===== config.mk =====
export PLATFORM = sky130hd
export DESIGN_NAME = multi_drop_bus_regfile
export DESIGN_NICKNAME = d
export VERILOG_FILES = /design/src/rtl/multi_drop_bus_regfile.sv
export SDC_FILE = /design/constraint.sdc
export NUM_CORES = 1
export LEC_CHECK = 0
export CORE_ASPECT_RATIO = 0.5
export CORE_MARGIN = 2
export CORE_UTILIZATION = 38
export CTS_BUF_LIST = sky130_fd_sc_hd__clkbuf_4
export DETAILED_ROUTE_END_ITERATION = 6
export GPL_ROUTABILITY_DRIVEN = 0
export PLACE_DENSITY_LB_ADDON = 0.1
export RECOVER_POWER = 25
export SLEW_MARGIN = 10
export SYNTH_ARGS = -nofsm -noshare
export SYNTH_HDL_FRONTEND = slang
export SYNTH_SLANG_ARGS = --single-unit

===== constraint.sdc =====
create_clock -name Clock -period 3.9 [get_ports Clock]
set_input_delay 0.78 -clock Clock [delete_from_list [all_inputs] [get_ports Clock]]
set_output_delay 0.78 -clock Clock [all_outputs]
set_load 0.1 [all_outputs]

===== src/rtl/multi_drop_bus_regfile.sv =====
// Multi-drop bus register bank.
// NUM_REGS registers of WIDTH bits share one internal bus. Registers are
// loaded from ext_data through one-hot enables, or copied register-to-register
// by a three-state transfer FSM (IDLE -> XFER_RD -> XFER_WR). Sticky flags
// record illegal selects and loads/requests dropped because of a transfer.
module multi_drop_bus_regfile #(
  parameter int  WIDTH    = 16,
  parameter int  NUM_REGS = 4,
  localparam int SELW     = $clog2(NUM_REGS)
) (
  input  logic                      Clock,
  input  logic                      Reset,
  input  logic [WIDTH-1:0]          ext_data,
  input  logic [NUM_REGS-1:0]       load_en,
  input  logic                      xfer_req,
  input  logic [SELW-1:0]           xfer_src,
  input  logic [SELW-1:0]           xfer_dst,
  input  logic                      err_clr,
  output logic [NUM_REGS*WIDTH-1:0] regs,
  output logic [WIDTH-1:0]          bus_out,
  output logic                      busy,
  output logic                      xfer_done,
  output logic                      sel_err,
  output logic                      coll_err
);

  typedef enum logic [1:0] {
    IDLE    = 2'd0,
    XFER_RD = 2'd1,
    XFER_WR = 2'd2
  } state_t;

  // Register count widened by one bit so indices can be range-checked even
  // when NUM_REGS is not a power of two.
  localparam logic [SELW:0] NREGS_W = (SELW+1)'(NUM_REGS);

  state_t                             state_q, state_d;
  logic [SELW-1:0]                    src_q, src_d;
  logic [SELW-1:0]                    dst_q, dst_d;
  logic [NUM_REGS-1:0][WIDTH-1:0]     regs_q, regs_d;
  logic [WIDTH-1:0]                   bus_q, bus_d;
  logic                               done_q, done_d;
  logic                               sel_q, sel_d;
  logic                               coll_q, coll_d;
  logic                               sel_set_s;
  logic                               coll_set_s;
  logic                               src_ok_s;
  logic                               dst_ok_s;
  logic                               load_any_s;
  logic                               load_onehot_s;

  assign src_ok_s      = ({1'b0, xfer_src} < NREGS_W);
  assign dst_ok_s      = ({1'b0, xfer_dst} < NREGS_W);
  assign load_any_s    = |load_en;
  assign load_onehot_s = $onehot(load_en);

  // Next-state, datapath and error-event decode for the transfer FSM.
  always_comb begin
    state_d    = state_q;
    src_d      = src_q;
    dst_d      = dst_q;
    regs_d     = regs_q;
    bus_d      = bus_q;
    done_d     = 1'b0;
    sel_set_s  = 1'b0;
    coll_set_s = 1'b0;
    case (state_q)
      IDLE: begin
        if (xfer_req && src_ok_s && dst_ok_s) begin
          // Transfer wins; any load presented alongside it is dropped.
          state_d    = XFER_RD;
          src_d      = xfer_src;
          dst_d      = xfer_dst;
          coll_set_s = load_any_s;
        end else begin
          // A rejected request does not block a legal one-hot load.
          sel_set_s = xfer_req | (load_any_s & ~load_onehot_s);
          if (load_onehot_s) begin
            for (int i = 0; i < NUM_REGS; i++) begin
              regs_d[i] = load_en[i] ? ext_data : regs_q[i];
            end
            bus_d = ext_data;
          end else begin
            bus_d = bus_q;
          end
        end
      end
      XFER_RD: begin
        bus_d      = regs_q[src_q];
        state_d    = XFER_WR;
        coll_set_s = xfer_req | load_any_s;
      end
      XFER_WR: begin
        regs_d[dst_q] = bus_q;
        done_d        = 1'b1;
        state_d       = IDLE;
        coll_set_s    = xfer_req | load_any_s;
      end
      default: begin
        state_d = IDLE;
      end
    endcase
    // Sticky flags: a new event in the clearing cycle keeps the flag set.
    sel_d  = sel_set_s  | (sel_q  & ~err_clr);
    coll_d = coll_set_s | (coll_q & ~err_clr);
  end

  // State, register bank and flag storage with asynchronous reset.
  always_ff @(posedge Clock or negedge Reset) begin
    if (!Reset) begin
      state_q <= IDLE;
      src_q   <= {SELW{1'b0}};
      dst_q   <= {SELW{1'b0}};
      regs_q  <= {(NUM_REGS*WIDTH){1'b0}};
      bus_q   <= {WIDTH{1'b0}};
      done_q  <= 1'b0;
      sel_q   <= 1'b0;
      coll_q  <= 1'b0;
    end else begin
      state_q <= state_d;
      src_q   <= src_d;
      dst_q   <= dst_d;
      regs_q  <= regs_d;
      bus_q   <= bus_d;
      done_q  <= done_d;
      sel_q   <= sel_d;
      coll_q  <= coll_d;
    end
  end

  assign regs      = regs_q;
  assign bus_out   = bus_q;
  assign busy      = (state_q != IDLE);
  assign xfer_done = done_q;
  assign sel_err   = sel_q;
  assign coll_err  = coll_q;

endmodule

Yosys cells after proc, flatten, opt, wreduce, memory -nomap -nowiden
Index checks and enable logic that the tools add are counted.

Add/subtract/negate cells: 3. Multipliers: 0. Div/mod/pow operators: 0. Order comparisons: 3. Eq/ne operators: 10. Shifts and indexed selects: 0. Mux-type cells: 22. Bitwise operators: 9. Reductions and logical operators: 13.

Operators with widths (number): 2-to-1 mux 16 bit (8); 2-to-1 mux 64 bit (2); case mux 64 bit (2 select lines) (1); bitwise mux 64 bit (1); binary-select mux 16 bit (select 2 bit) (1); demux 16 bit (select 2 bit) (1); case mux 16 bit (2 select lines) (1); AND reduction 4 bit (4); != test 2 bit (second input constant) (7); less-than comparator 2 x 3 -> 1 bit (second input constant) (2); nonzero test 2 bit (3); adder 1 x 1 -> 2 bit (2); 2-to-1 mux 1 bit (4); OR 1 bit (4); case mux 2 bit (2 select lines) (1); OR reduction 4 bit (1); adder 2 x 2 -> 3 bit (1); AND 1 bit (3); equality test 3 x 1 -> 1 bit (second input constant) (1); AND reduction 3 bit (1); equality test 2 x 1 -> 1 bit (second input constant) (1); equality test 2 bit (second input constant) (1); >= comparator 2 x 1 -> 1 bit (second input constant) (1); logical NOT 2 bit (1); other kinds (6) (7).

Flip-flop bits (word level): 89. Bits in latches: 0. Bits in writable memories: 0. Bits in read-only memories: 0. Bits of input ports: 28. Output and inout bits: 84. Logic and storage cells: 71. Memories kept: 0.

Logic depth before layout (Yosys ltp)
Depth after elaboration: 9. Gate-level depth with buffers: 11. Mapped depth without buffers: 9.

Worst setup path before layout
Ideal clock, no wire load.

Kind: input port to flip-flop. Start point: in load_en[0]. End point: reg regs_q, in the netlist regs[48]. Library setup time: 126 ps. Arrival time: 2908 ps. Data required time: 3774 ps. Setup slack: 866 ps. Cell stages on the path: 11. Path buffers: 2. Path through: inv_1 -> fa_1 -> inv_1 -> ha_1 -> ha_1 -> nor3b_2 -> a22oi_4 -> a221o_1 -> buf_6 -> buf_8 -> mux2i_1.

Word-level cells in the longest chain between the ends: 5.

Ends and longest elaborated chain: start: declaration (RTL line 14) `input logic [NUM_REGS-1:0] load_en,`; adder 1 x 1 -> 2 bit (not written as such) (RTL line 55) `assign load_onehot_s = $onehot(load_en);`; adder 2 x 2 -> 3 bit (not written as such) (RTL line 55); equality test 3 x 1 -> 1 bit (RTL line 55); != test 2 bit (no source line); AND reduction 4 bit (no source line); end signal: assignment (RTL line 114) `regs_q <= {(NUM_REGS*WIDTH){1'b0}};`; end signal: assignment (RTL line 123) `regs_q <= regs_d;`; end: declaration (RTL line 40) `logic [NUM_REGS-1:0][WIDTH-1:0] regs_q, regs_d;`.

Every way passes these cells. A chain may end at the register's enable or synchronous reset.

Final worst setup path
Start point: in load_en[0]. End point: reg regs_q, in the netlist regs[20].

Same word-level chain as after synthesis.

==> key figures <==
Route
  • Initial drt markers: 290
  • DRT antenna net count: 0
  • DRC violations left: 0
  • Drt pass-1 iters: 4
  • Via count: 3938
  • DRT Wirelength: 13.6 mm
  • Avg Vias per Cell: 5.23
  • Wirelength per Cell: 18.1 µm

Outcome
  • Status: finished with violations
  • Failing checks: max-capacitance violations, max-slew violations

Floorplan
  • Initial Util: 39.7%
  • IO Pins: 112
  • CORE AREA: 12000 µm²
  • Row count: 28
  • Die Y: 83.3 µm
  • Die Area: 13500 µm²
  • Die width: 163 µm

Setup path
  • Critical Path Sink Type: flop
  • CP delay by family, top: adder cells
  • Critical path class: input pin to flop
  • Worst setup endpoint: regs[20]
  • Crit path buffers/inverters: 4
  • WP data arrival: 3.56 ns
  • Cell Chain, Critical Path: clkdlybuf4s50_1 > inv_1 > fa_1 > inv_1 > ha_1 > ha_1 > nor3b_2 > a22oi_4 > a221o_1 > buf_4 > mux2i_1
  • CP max stage cell: fa_1
  • Reg2Reg Launch Point: state_q[0]
  • WP data required: 4.21 ns
  • Startpoint Class: input pin
  • R2R Setup Slk: 1.38 ns
  • CP max stage delay: 0.53 ns
  • Worst Setup SP: load_en[0]
  • Crit-path max FO: 16
  • Critical path depth: 11
  • Worst r2r path cells: 5
  • Terminus of the critical flop-to-flop path: regs[3]

Clocking
  • Reg clk slew, reported paths: 0.14 ns
  • Root buf cell: clkbuf_4
  • Resized cells post-CTS: 0
  • Post-CTS Setup Inserts: 0
  • Clk_lat worst skew: 0.44 ns
  • Hold Buf Count CTS: 0
  • CTS tree: yes
  • Clk buf depth: 2
  • TritonCTS buffer count: 9
  • # clock sinks: 89
  • H-tree depth: 3

Placed design
  • DP HPWL: 9.25 mm
  • Port buffer count: 111
  • Place WS: 0.201 ns

Synthesis
  • Post-synth ARST share: 100%
  • Synthesized area: 4770 µm²
  • Top cell type's share of synthesized area: 46.6%
  • Top cells by area, synth: dfrtp_1 47%, mux2i_1 17%, a21oi_1 8.6%
  • Register area share after synthesis: 46.6%
  • Top_reg_cell synth: dfrtp_1
  • Yosys warnings: 0
  • Synth unique cells: 32
  • Cell accounting for the most synthesized area: dfrtp_1
  • Post-synth net total: 519
  • Mapped Cells: 482
  • Post-synth EDFFs: 0
  • #FFs+latches synth: 89
  • Post-synthesis average cell area: 9.91 µm²

Global route
  • Number of global-route vias before repair: 3855
  • Initial antenna violation count: 0
  • Remaining Overflow, GRT: 0
  • Largest net degree at the start of global routing: 42
  • First-pass GRT wire length: 21.7 mm
  • GR Util All Layers: 20.8%

Timing
  • Final number of setup-violating endpoints: 0
  • RSZ-0062 raised after global routing: false
  • Worst slew pin tran: 2.36 ns
  • Slew margin rel.: -57.4%
  • Final min period: 3.25 ns
  • Final hold violation count: 0
  • Pins Over Slew Limit: 42
  • Slack of the critical path: 0.649 ns
  • Final period utilization: 83.4%
  • Hold_ws: 0.537 ns
  • Clock skew: 0.0204 ns
  • Setup TNS: 0 ns
  • FMAX: 0.308 GHz

Final layout
  • P&R area growth vs syn: 28.1%
  • Antenna cells: 0
  • # fillers: 1144
  • Final nets: 620
  • Share of layout cells above drive strength 1: 6.63%

Min path
  • Hold crit path type: flop to flop

Job
  • Max Cap Viol: 1
## cells in the mapped netlist, types with 3 or more instances
cell,instances
a21oi_1,82
inv_1,59
mux2_2,4
dfrtp_1,89
o22ai_1,17
nor2_1,4
nand2b_1,3
buf_8,3
o21ai_0,34
a221o_1,3
buf_6,3
nand2_1,21
buf_2,8
clkbuf_1,18
o31ai_1,16
nor2b_1,16
ha_1,8
mux2i_1,80
## logic make-up (layout without fill, tap and decap cells)
family,count (synthesis),count (layout),synth area share [%]
and+or+nand+nor,51,51,5.92
muxes,84,84,17.7
adders and majority gates,9,9,2.52
DFF,89,89,46.6
AOI/OAI and AO/OA,156,156,18.4
buffers and inverters,93,199,8.78
## routing by layer
metal  vias up  share of wire [%]  track usage, %
li1       1876                  -               -
met1      1921                 50            31.4
met2       135                 43            30.1
met3         6                6.8            5.69
met4         0               0.54            3.38
met5         -                  0               0
## state kept, by name, summed over array words and instances (netlist names)
register	flops
bus_out	16
coll_err	1
dst_q	2
regs	64
sel_err	1
src_q	2
state_q	2
xfer_done	1
## how the worst min path moves through the flow
stage / startpoint / end / slack, ns / depth (start not counted)
after floorplan: Reset / bus_out[0] / 0.48 / 0
after global placement: src_q[1] / src_q[1] / 0.52 / 1
after detailed placement: sel_err / sel_err / 0.52 / 2
after CTS: Reset / state_q[1] / 0.31 / 1
after global routing: coll_err / coll_err / 0.58 / 2
final: sel_err / sel_err / 0.54 / 2
## worst reg2reg max path: cells and delay by family, from the launching register on
kind	cells	cell delay (ns)
fa+ha+maj	1	0.59
buf+inv	1	0.11
simple gates	1	0.86
compound gates	2	0.41
flops	1	0.46
## through the flow
| step | cells | cell area, µm² | utilization (%) |
|---|---|---|---|
| 2_1_floorplan | 482 | 4770 | - |
| 3_3_place_gp | 737 | 5990 | 49.9 |
| 3_5_place_dp | 737 | 5990 | 49.9 |
| 4_1_cts | 753 | 6130 | 51.0 |
| 5_1_grt | 753 | 6120 | 50.9 |
| 6_report | 753 | 6120 | 50.9 |
## cell type report
class | count | area (µm²) | share of cell area [%]
flip-flops and latches | 89 | 2230 | 36.4
multi-input cells | 300 | 2140 | 34.9
repair buffers | 123 | 1190 | 19.4
inverters | 60 | 225 | 3.68
well taps | 165 | 206 | 3.37
clock buffers | 10 | 75.1 | 1.23
clock inverters | 6 | 58.8 | 0.961
## layout by cell type (no fill, tap or decap), types with 4 or more instances in the layout
cell,n
clkdlybuf4s50_1,109
dfrtp_1,88
a21oi_1,82
mux2i_1,80
inv_1,59
o21ai_0,33
nand2_1,21
o22ai_1,17
nor2b_1,16
o31ai_1,16
buf_4,11
clkbuf_4,10
ha_1,8
nor2_1,4
mux2_2,4
Power is left out: the tool's default activity adds up to more than one toggle a clock period on the data nets, which glitch-free logic cannot reach.
